**src/rtl/ahb_arb2_pkg.sv**
```systemverilog
// Shared AHB-Lite constants and the captured control bundle used by the
// two-master arbiter and its peripherals.
package ahb_arb2_pkg;

   localparam logic [1:0] HTRANS_IDLE   = 2'b00;
   localparam logic [1:0] HTRANS_BUSY   = 2'b01;
   localparam logic [1:0] HTRANS_NONSEQ = 2'b10;
   localparam logic [1:0] HTRANS_SEQ    = 2'b11;

   localparam logic [2:0] HBURST_SINGLE = 3'b000;
   localparam logic [2:0] HBURST_INCR4  = 3'b011;

   localparam logic [2:0] HSIZE_BYTE    = 3'b000;
   localparam logic [2:0] HSIZE_HALF    = 3'b001;
   localparam logic [2:0] HSIZE_WORD    = 3'b010;

   // Address-phase control that travels with a buffered transfer.
   typedef struct packed {
      logic       hwrite;
      logic [2:0] hsize;
      logic [2:0] hburst;
   } ahb_ctrl_t;

endpackage

```
**src/rtl/ahb_arb2_if.sv**
```systemverilog
// Bus bundle for the 2-master arbiter: both master ports (index 0 = core LSU,
// 1 = debug/DMA) plus the shared slave-side port. Suffixes are from the
// arbiter's point of view.
interface ahb_arb2_if #(
   parameter int AWIDTH = 32,
   parameter int DWIDTH = 32
);
   logic [1:0][1:0]        m_htrans_i;
   logic [1:0][AWIDTH-1:0] m_haddr_i;
   logic [1:0]             m_hwrite_i;
   logic [1:0][2:0]        m_hsize_i;
   logic [1:0][2:0]        m_hburst_i;
   logic [1:0][DWIDTH-1:0] m_hwdata_i;
   logic [1:0]             m_hready_o;
   logic [1:0]             m_hresp_o;
   logic [1:0][DWIDTH-1:0] m_hrdata_o;

   logic [1:0]             s_htrans_o;
   logic [AWIDTH-1:0]      s_haddr_o;
   logic                   s_hwrite_o;
   logic [2:0]             s_hsize_o;
   logic [2:0]             s_hburst_o;
   logic [DWIDTH-1:0]      s_hwdata_o;
   logic                   s_hready_i;
   logic                   s_hresp_i;
   logic [DWIDTH-1:0]      s_hrdata_i;
   logic [1:0]             grant_o;

   // The arbiter masters the shared slave-side bus.
   modport master (
      input  m_htrans_i, m_haddr_i, m_hwrite_i, m_hsize_i, m_hburst_i, m_hwdata_i,
      input  s_hready_i, s_hresp_i, s_hrdata_i,
      output m_hready_o, m_hresp_o, m_hrdata_o,
      output s_htrans_o, s_haddr_o, s_hwrite_o, s_hsize_o, s_hburst_o, s_hwdata_o,
      output grant_o
   );

   // Environment side: the two bus masters and the decoded slave.
   modport slave (
      output m_htrans_i, m_haddr_i, m_hwrite_i, m_hsize_i, m_hburst_i, m_hwdata_i,
      output s_hready_i, s_hresp_i, s_hrdata_i,
      input  m_hready_o, m_hresp_o, m_hrdata_o,
      input  s_htrans_o, s_haddr_o, s_hwrite_o, s_hsize_o, s_hburst_o, s_hwdata_o,
      input  grant_o
   );
endinterface

```
**src/rtl/ahb_arb2_pend.sv**
```systemverilog
// Per-master capture buffer: holds the address phase of a master that was
// told "ready" but could not be put on the slave bus that cycle.
module ahb_arb2_pend
   import ahb_arb2_pkg::*;
#(
   parameter int AWIDTH = 32
) (
   input  logic              hclk,
   input  logic              hresetn,
   input  logic              cap_i,
   input  logic              clr_i,
   input  logic [AWIDTH-1:0] haddr_i,
   input  ahb_ctrl_t         ctrl_i,
   output logic              pend_o,
   output logic [AWIDTH-1:0] haddr_o,
   output ahb_ctrl_t         ctrl_o
);
   logic              pend_q, pend_d;
   logic [AWIDTH-1:0] addr_q, addr_d;
   ahb_ctrl_t         ctrl_q, ctrl_d;

   // Capture on a lost live request, release once the slave accepts the copy.
   always_comb begin
      pend_d = pend_q;
      addr_d = addr_q;
      ctrl_d = ctrl_q;
      if (clr_i) pend_d = 1'b0;
      if (cap_i) begin
         pend_d = 1'b1;
         addr_d = haddr_i;
         ctrl_d = ctrl_i;
      end
   end

   // Buffer state; reset drops any pending transfer.
   always_ff @(posedge hclk or negedge hresetn) begin
      if (!hresetn) begin
         pend_q <= 1'b0;
         addr_q <= '0;
         ctrl_q <= '0;
      end else begin
         pend_q <= pend_d;
         addr_q <= addr_d;
         ctrl_q <= ctrl_d;
      end
   end

   assign pend_o  = pend_q;
   assign haddr_o = addr_q;
   assign ctrl_o  = ctrl_q;
endmodule

```
**src/rtl/ahb_arb2.sv**
```systemverilog
// 2-master AHB-Lite arbiter in front of one slave-side port. Address phase
// is forwarded combinationally; a losing master is buffered and stalled.
// Define AHB_ARB_RR_EN for round-robin arbitration; default is fixed
// priority with M0 always winning.
module ahb_arb2
   import ahb_arb2_pkg::*;
#(
   parameter int AWIDTH = 32,
   parameter int DWIDTH = 32
) (
   input  logic       hclk,
   input  logic       hresetn,
   ahb_arb2_if.master bus
);
   logic [1:0]             hready, live_req, req, pend, cap, clr, grant;
   logic [1:0][AWIDTH-1:0] pend_addr;
   ahb_ctrl_t [1:0]        live_ctrl, pend_ctrl;
   logic                   win, sel, act, accept, busy_fwd;
   logic [1:0]             s_htrans;
   logic [AWIDTH-1:0]      s_haddr;
   ahb_ctrl_t              s_ctrl;
   logic                   dph_own_q, dph_own_d, dph_vld_q, dph_vld_d;
   logic                   prv_own_q, prv_own_d, prv_pend_q, prv_pend_d, prv_vld_q, prv_vld_d;

   // Per-master ready and live request; a request only counts when the
   // master sees ready, i.e. its address phase is really being offered.
   always_comb begin
      hready    = '0;
      live_req  = '0;
      live_ctrl = '0;
      for (int x = 0; x < 2; x++) begin
         if (pend[x])                                 hready[x] = 1'b0;
         else if (dph_vld_q && dph_own_q == 1'(x))    hready[x] = bus.s_hready_i;
         else                                         hready[x] = 1'b1;
         live_req[x]  = hresetn & bus.m_htrans_i[x][1] & hready[x];
         live_ctrl[x] = '{hwrite: bus.m_hwrite_i[x], hsize: bus.m_hsize_i[x],
                          hburst: bus.m_hburst_i[x]};
      end
   end

   assign req = live_req | pend;

`ifdef AHB_ARB_RR_EN
   logic rr_last_q, rr_last_d;

   // A lone pending master always wins so it is served in the next slot;
   // otherwise contention goes to whoever did not win the last contention.
   always_comb begin
      if (pend == 2'b01)      win = 1'b0;
      else if (pend == 2'b10) win = 1'b1;
      else if (req == 2'b11)  win = ~rr_last_q;
      else                    win = ~req[0];
   end

   // Remember the winner of each accepted contention.
   always_comb begin
      rr_last_d = rr_last_q;
      if (accept && req == 2'b11) rr_last_d = win;
   end

   // Round-robin history flop.
   always_ff @(posedge hclk or negedge hresetn) begin
      if (!hresetn) rr_last_q <= 1'b0;
      else          rr_last_q <= rr_last_d;
   end
`else
   assign win = ~req[0];
`endif

   // BUSY is only passed through for the master that issued the previous
   // slave-side address phase (it is mid-burst); from anyone else it is idle.
   assign busy_fwd = ~|req & prv_vld_q & ~prv_pend_q & hready[prv_own_q] & hresetn
                     & (bus.m_htrans_i[prv_own_q] == HTRANS_BUSY);
   assign act      = |req | busy_fwd;
   assign sel      = (|req) ? win : prv_own_q;
   assign accept   = act & bus.s_hready_i;

   // Slave-side address mux: buffered copy restarts as NONSEQ, and a live
   // SEQ that does not continue the previous slave-side phase is re-based.
   always_comb begin
      s_htrans = HTRANS_IDLE;
      s_haddr  = '0;
      s_ctrl   = '0;
      grant    = '0;
      if (act) begin
         grant[sel] = 1'b1;
         if (pend[sel]) begin
            s_htrans = HTRANS_NONSEQ;
            s_haddr  = pend_addr[sel];
            s_ctrl   = pend_ctrl[sel];
         end else begin
            s_htrans = bus.m_htrans_i[sel];
            s_haddr  = bus.m_haddr_i[sel];
            s_ctrl   = live_ctrl[sel];
            if (s_htrans == HTRANS_SEQ && (!prv_vld_q || prv_pend_q || prv_own_q != sel))
               s_htrans = HTRANS_NONSEQ;
         end
      end
   end

   assign cap = live_req & ~(grant & {2{accept}});
   assign clr = pend & grant & {2{accept}};

   // Data-phase owner and previous address-phase source advance with the slave.
   always_comb begin
      dph_own_d  = dph_own_q;
      dph_vld_d  = dph_vld_q;
      prv_own_d  = prv_own_q;
      prv_pend_d = prv_pend_q;
      prv_vld_d  = prv_vld_q;
      if (bus.s_hready_i) begin
         dph_vld_d = act & s_htrans[1];
         dph_own_d = sel;
         if (act) begin
            prv_vld_d  = 1'b1;
            prv_own_d  = sel;
            prv_pend_d = pend[sel];
         end
      end
   end

   // Ownership registers.
   always_ff @(posedge hclk or negedge hresetn) begin
      if (!hresetn) begin
         dph_own_q  <= 1'b0;
         dph_vld_q  <= 1'b0;
         prv_own_q  <= 1'b0;
         prv_pend_q <= 1'b0;
         prv_vld_q  <= 1'b0;
      end else begin
         dph_own_q  <= dph_own_d;
         dph_vld_q  <= dph_vld_d;
         prv_own_q  <= prv_own_d;
         prv_pend_q <= prv_pend_d;
         prv_vld_q  <= prv_vld_d;
      end
   end

   for (genvar g = 0; g < 2; g++) begin : g_m
      ahb_arb2_pend #(.AWIDTH(AWIDTH)) u_pend (
         .hclk    (hclk),
         .hresetn (hresetn),
         .cap_i   (cap[g]),
         .clr_i   (clr[g]),
         .haddr_i (bus.m_haddr_i[g]),
         .ctrl_i  (live_ctrl[g]),
         .pend_o  (pend[g]),
         .haddr_o (pend_addr[g]),
         .ctrl_o  (pend_ctrl[g])
      );
      assign bus.m_hresp_o[g]  = bus.s_hresp_i & dph_vld_q & (dph_own_q == 1'(g));
      assign bus.m_hrdata_o[g] = bus.s_hrdata_i;
   end

   assign bus.m_hready_o = hready;
   assign bus.s_htrans_o = s_htrans;
   assign bus.s_haddr_o  = s_haddr;
   assign bus.s_hwrite_o = s_ctrl.hwrite;
   assign bus.s_hsize_o  = s_ctrl.hsize;
   assign bus.s_hburst_o = s_ctrl.hburst;
   assign bus.s_hwdata_o = bus.m_hwdata_i[dph_own_q];
   assign bus.grant_o    = grant;
endmodule

```
**src/flat_wrapper.sv**
```systemverilog
// flat-port wrapper written by rule: the top's interface ports become plain ports
module ahb_arb2_flat import ahb_arb2_pkg::*;
#(
   parameter int AWIDTH = 32,
   parameter int DWIDTH = 32
)
  (hclk, hresetn, bus_m_htrans_i, bus_m_haddr_i, bus_m_hwrite_i, bus_m_hsize_i, bus_m_hburst_i, bus_m_hwdata_i, bus_s_hready_i, bus_s_hresp_i, bus_s_hrdata_i, bus_m_hready_o, bus_m_hresp_o, bus_m_hrdata_o, bus_s_htrans_o, bus_s_haddr_o, bus_s_hwrite_o, bus_s_hsize_o, bus_s_hburst_o, bus_s_hwdata_o, bus_grant_o);
  ahb_arb2_if #(.AWIDTH(AWIDTH), .DWIDTH(DWIDTH)) bus_i ();
  input  logic hclk;
  input  logic hresetn;
  input wire logic [$bits(bus_i.m_htrans_i)-1:0] bus_m_htrans_i;
  input wire logic [$bits(bus_i.m_haddr_i)-1:0] bus_m_haddr_i;
  input wire logic [$bits(bus_i.m_hwrite_i)-1:0] bus_m_hwrite_i;
  input wire logic [$bits(bus_i.m_hsize_i)-1:0] bus_m_hsize_i;
  input wire logic [$bits(bus_i.m_hburst_i)-1:0] bus_m_hburst_i;
  input wire logic [$bits(bus_i.m_hwdata_i)-1:0] bus_m_hwdata_i;
  input wire logic [$bits(bus_i.s_hready_i)-1:0] bus_s_hready_i;
  input wire logic [$bits(bus_i.s_hresp_i)-1:0] bus_s_hresp_i;
  input wire logic [$bits(bus_i.s_hrdata_i)-1:0] bus_s_hrdata_i;
  output wire logic [$bits(bus_i.m_hready_o)-1:0] bus_m_hready_o;
  output wire logic [$bits(bus_i.m_hresp_o)-1:0] bus_m_hresp_o;
  output wire logic [$bits(bus_i.m_hrdata_o)-1:0] bus_m_hrdata_o;
  output wire logic [$bits(bus_i.s_htrans_o)-1:0] bus_s_htrans_o;
  output wire logic [$bits(bus_i.s_haddr_o)-1:0] bus_s_haddr_o;
  output wire logic [$bits(bus_i.s_hwrite_o)-1:0] bus_s_hwrite_o;
  output wire logic [$bits(bus_i.s_hsize_o)-1:0] bus_s_hsize_o;
  output wire logic [$bits(bus_i.s_hburst_o)-1:0] bus_s_hburst_o;
  output wire logic [$bits(bus_i.s_hwdata_o)-1:0] bus_s_hwdata_o;
  output wire logic [$bits(bus_i.grant_o)-1:0] bus_grant_o;
  assign bus_i.m_htrans_i = bus_m_htrans_i;
  assign bus_i.m_haddr_i = bus_m_haddr_i;
  assign bus_i.m_hwrite_i = bus_m_hwrite_i;
  assign bus_i.m_hsize_i = bus_m_hsize_i;
  assign bus_i.m_hburst_i = bus_m_hburst_i;
  assign bus_i.m_hwdata_i = bus_m_hwdata_i;
  assign bus_i.s_hready_i = bus_s_hready_i;
  assign bus_i.s_hresp_i = bus_s_hresp_i;
  assign bus_i.s_hrdata_i = bus_s_hrdata_i;
  assign bus_m_hready_o = bus_i.m_hready_o;
  assign bus_m_hresp_o = bus_i.m_hresp_o;
  assign bus_m_hrdata_o = bus_i.m_hrdata_o;
  assign bus_s_htrans_o = bus_i.s_htrans_o;
  assign bus_s_haddr_o = bus_i.s_haddr_o;
  assign bus_s_hwrite_o = bus_i.s_hwrite_o;
  assign bus_s_hsize_o = bus_i.s_hsize_o;
  assign bus_s_hburst_o = bus_i.s_hburst_o;
  assign bus_s_hwdata_o = bus_i.s_hwdata_o;
  assign bus_grant_o = bus_i.grant_o;
  ahb_arb2 #(.AWIDTH(AWIDTH), .DWIDTH(DWIDTH)) u_core (.hclk(hclk), .hresetn(hresetn), .bus(bus_i));
endmodule
```
**config.mk**
```make
export PLATFORM = sky130hd
export DESIGN_NAME = ahb_arb2_flat
export DESIGN_NICKNAME = d
export VERILOG_FILES = /design/src/rtl/ahb_arb2_pkg.sv /design/src/rtl/ahb_arb2_if.sv /design/src/rtl/ahb_arb2_pend.sv /design/src/rtl/ahb_arb2.sv /design/src/flat_wrapper.sv
export SDC_FILE = /design/constraint.sdc
export NUM_CORES = 1
export LEC_CHECK = 0
export BUFFER_PORTS_ARGS = -buffer_cell sky130_fd_sc_hd__buf_2
export CAP_MARGIN = 5
export CORE_MARGIN = 5
export CORE_UTILIZATION = 42
export CTS_CLUSTER_DIAMETER = 30
export CTS_CLUSTER_SIZE = 24
export DETAILED_ROUTE_END_ITERATION = 8
export PLACE_DENSITY = 0.85
export SLEW_MARGIN = 20
export SYNTH_ARGS = -nofsm -noshare
export SYNTH_HDL_FRONTEND = slang
export SYNTH_SLANG_ARGS = --single-unit
```
**constraint.sdc**
```tcl
create_clock -name hclk -period 1.9 [get_ports hclk]
set_input_delay 0.095 -clock hclk [delete_from_list [all_inputs] [get_ports hclk]]
set_output_delay 0.095 -clock hclk [all_outputs]
set_load 0.03 [all_outputs]
```
==> impl_metrics.yaml <==
power:
  power.internal_uw: 6450
  clock_power_share: 0.164
  sequentialPowerShare: 0.255
  leakage_uw: 0.00416
  design_power_total_uw: 10800
  comb_power_share: 0.581
  irDropWorstVdd_mv: 0.606
  switchingPower_uw: 4350
  swShare: 0.403
  power.density_nw_per_um2: 1100
drt:
  drt_pass1_iterations: 5
  vias_per_cell: 5.97
  detail_route.drc_violations: 0
  dr_total_vias: 6353
  average_routed_wire_per_standard_cell_um: 21.7
  first_iteration_detailed_routing_drc_count: 515
  postRouteWirelength_um: 23200
  drtAntennaViolNets: 0
setup_path:
  critical_path_required_ns: 1.80
  timing_worst_setup_path_type: "flip-flop to output port"
  worst-path-max-fanout: 22
  end_kind: "output port"
  worst-endpoint-arrival_ns: 2.38
  reg2reg_depth: 9
  critical_path.startpoint_type: "flip-flop"
cts:
  cts.sink_count: 85
  clock_tree.root_cell: "clkbuf_16"
  cts_htree_levels: 3
  cts-buffers-inserted: 9
  cts_max_path_buffers: 2
  clk_transition_reported_paths_ns: 0.06
  worst_skew_pair.late_latency_ns: 0.35
  cts_tree: "built"
hold_path:
  timing.hold.worst_path_depth: 2
  hold_wc_path_type: "input pin to flip-flop"
global_route:
  all_layer_global_routing_usage: 0.246
  gr-total-overflow: 0
  grt_start_max_net_pins: 52
  grt_first_pass_wirelength_um: 34900
  first_global_vias: 6708
  antenna_violations_before_repair: 0
synth:
  synthesis.instances: 653
  async_reset_ff_frac: 1.00
  synth-seq-area-share: 0.344
  mappedNetlistNets: 835
  post-synth-top-area-fraction: 0.344
  post_synth_most_frequent_cells: "mux2_2, dfrtp_1, a21oi_1, buf_4, nor2_1"
  count_of_yosys_warnings_during_synthesis: 0
  synthTopCellsByArea: "dfrtp_1, mux2_2, buf_4"
  synth_area_leader_cell: "dfrtp_1"
  synthesis.area_per_instance_um2: 9.47
  synth_cell_types: 37
  synth-seq-cells: 85
  ys_dominant_reg_cell: "dfrtp_1"
  synth_edf_count: 0
  post_synth_instance_area_um2: 6180
  yosys.cell_count.top_type: "mux2_2"
cells_and_area:
  final_cell_count_no_fill: 1065
  insertedDiodeCount: 0
  fraction_of_layout_instances_using_a_drive_strength_above_1: 0.597
  area_growth_pct: 58.7
  finalNetCount: 1060
timing:
  report.final.setup_viol: 121
  period_minus_slack_ns: 2.48
  finClkSkew_ns: 0.00950
  maxSlewHeadroom: 0.560
  post-route-period-util: 1.30
  setup_slack_ns: -0.576
  slew_at_the_pin_closest_to_its_max_slew_limit_ns: 0.660
  setup_repair_after_global_routing_missed_its_margin: "true"
  timing.final.max_slew_violations: 0
  final_hold_viol_count: 0
  achievable-frequency_mhz: 404
floorplanning:
  floorplan.initialDensity: 0.427
  dieWidth_um: 131
  design.die.area_um2: 17200
  std_cell_rows: 44
  boundaryPins: 325
  die_height_um: 131
  core_region_area_um2: 14500
outcome:
  run_status: "finished with violations"
  failed_checks: "setup timing"
run:
  cap_violations: 0
placed_design:
  detailedPlacementHpwl_um: 15400
  routabilityCongestion: 0.847
  post-place-cells: 1001
  buffer_ports.inserted: 228
-- final timing paths --
path                                                                   from                                      endpoint  slack [ns]
worst max-delay path                           u_core.dph_own_q$_DFFE_PN0P_                             bus_s_hburst_o[2]       -0.58
worst min-delay path                                      bus_m_haddr_i[15]  u_core.g_m[0].u_pend.haddr_o[15]$_DFFE_PN0P_       0.005
worst max register to register                 u_core.dph_own_q$_DFFE_PN0P_  u_core.g_m[1].u_pend.haddr_o[18]$_DFFE_PN0P_       -0.35
worst min register to register  u_core.g_m[0].u_pend.haddr_o[3]$_DFFE_PN0P_   u_core.g_m[0].u_pend.haddr_o[3]$_DFFE_PN0P_        0.51
max in group asynchronous                                           hresetn  u_core.g_m[0].u_pend.haddr_o[14]$_DFFE_PN0P_        1.19
min in group asynchronous                                           hresetn  u_core.g_m[1].u_pend.haddr_o[30]$_DFFE_PN0P_        0.24
-- cell families (layout without fill, tap and decap cells) --
group | Yosys count | in the layout | synth area share
compound gates | 212 | 212 | 0.220
buf+inv | 132 | 360 | 0.124
simple gates | 113 | 113 | 0.103
mux | 111 | 111 | 0.208
flops | 85 | 85 | 0.344
-- metrics by stage --
stage | hold WS (ns) | area [µm²] | worst slack, ns | util | TNS (ns)
after floorplan | -0.201 | 7090 | -0.0854 | - | -3.90
after global placement | -0.0771 | 8350 | -0.152 | 0.577 | -9.51
after detailed placement | -0.0782 | 8350 | -0.201 | 0.577 | -12.06
after CTS | 0.000234 | 9320 | -0.537 | 0.644 | -33.51
after global routing | -0.0000960 | 9810 | -0.652 | 0.677 | -47.80
final | 0.00510 | 9810 | -0.576 | 0.677 | -37.82
-- area by class of cell --
cell class,instances,area [µm²]
repair buffers,340,2790
clock inverters,4,50.0
flip-flops and latches,85,2130
well taps,184,230
clock buffers,10,239
inverters,6,22.5
fillers,1018,4670
multi-input cells,436,4350
-- layer usage --
layer | vias up | GRT usage | wire [µm]
met1 | 3126 | 0.268 | 8360
met4 | 0 | 0.116 | 1020
met2 | 332 | 0.450 | 12000
met5 | - | 0 | 0
met3 | 76 | 0.0562 | 1740
li1 | 2819 | - | -
-- power groups by stage --
stage	clock (µW)	combinational, µW	sequential, µW
after floorplan	0	4140	2640
after global placement	0	5230	2690
after detailed placement	0	5330	2730
after CTS	1790	5840	2700
after global routing	1870	6610	2800
final	1770	6280	2750
-- layout by cell type, fill, tap and decap left out, types with 20 or more instances in the layout --
| cell | count |
|---|---|
| a21oi_1 | 76 |
| a221oi_4 | 38 |
| buf_12 | 20 |
| buf_2 | 184 |
| buf_4 | 41 |
| buf_6 | 59 |
| dfrtp_1 | 83 |
| dlygate4sd3_1 | 26 |
| mux2_2 | 72 |
| mux2_4 | 39 |
| nand3b_1 | 39 |
| nor2_1 | 48 |
| o211ai_1 | 39 |
| o21ai_2 | 22 |
-- state kept, by name, indices dropped and copies added (netlist names) --
| signal | count |
|---|---|
| u_core.dph_own_q | 1 |
| u_core.prv_vld_q | 1 |
| u_core.g_m.u_pend.haddr_o | 64 |
| u_core.g_m.u_pend.ctrl_o | 14 |
| u_core.prv_pend_q | 1 |
| u_core.prv_own_q | 1 |
| u_core.g_m.u_pend.pend_o | 2 |
| u_core.dph_vld_q | 1 |
-- worst max-delay path, stage by stage, from the launching register on --
cell and delay [ns]:
dfrtp_1 0.39, buf_6 0.13, and3b_2 0.21, buf_12 0.14, o21ai_4 0.24, buf_12 0.21
o211ai_1 0.16, a221oi_4 0.35, buf_6 0.18
-- timing repair --
item | in CTS | in global routing
setup endpoints to repair | 98 | 153
pin swaps | 2 | 10
endpoints found under the hold margin | 74 | 4
hold buffers | 24 | 3
buffers inserted | 7 | 12
gates cloned | 3 | 6
gates resized for setup | 92 | 76
(Power assumes the default switching activity.)
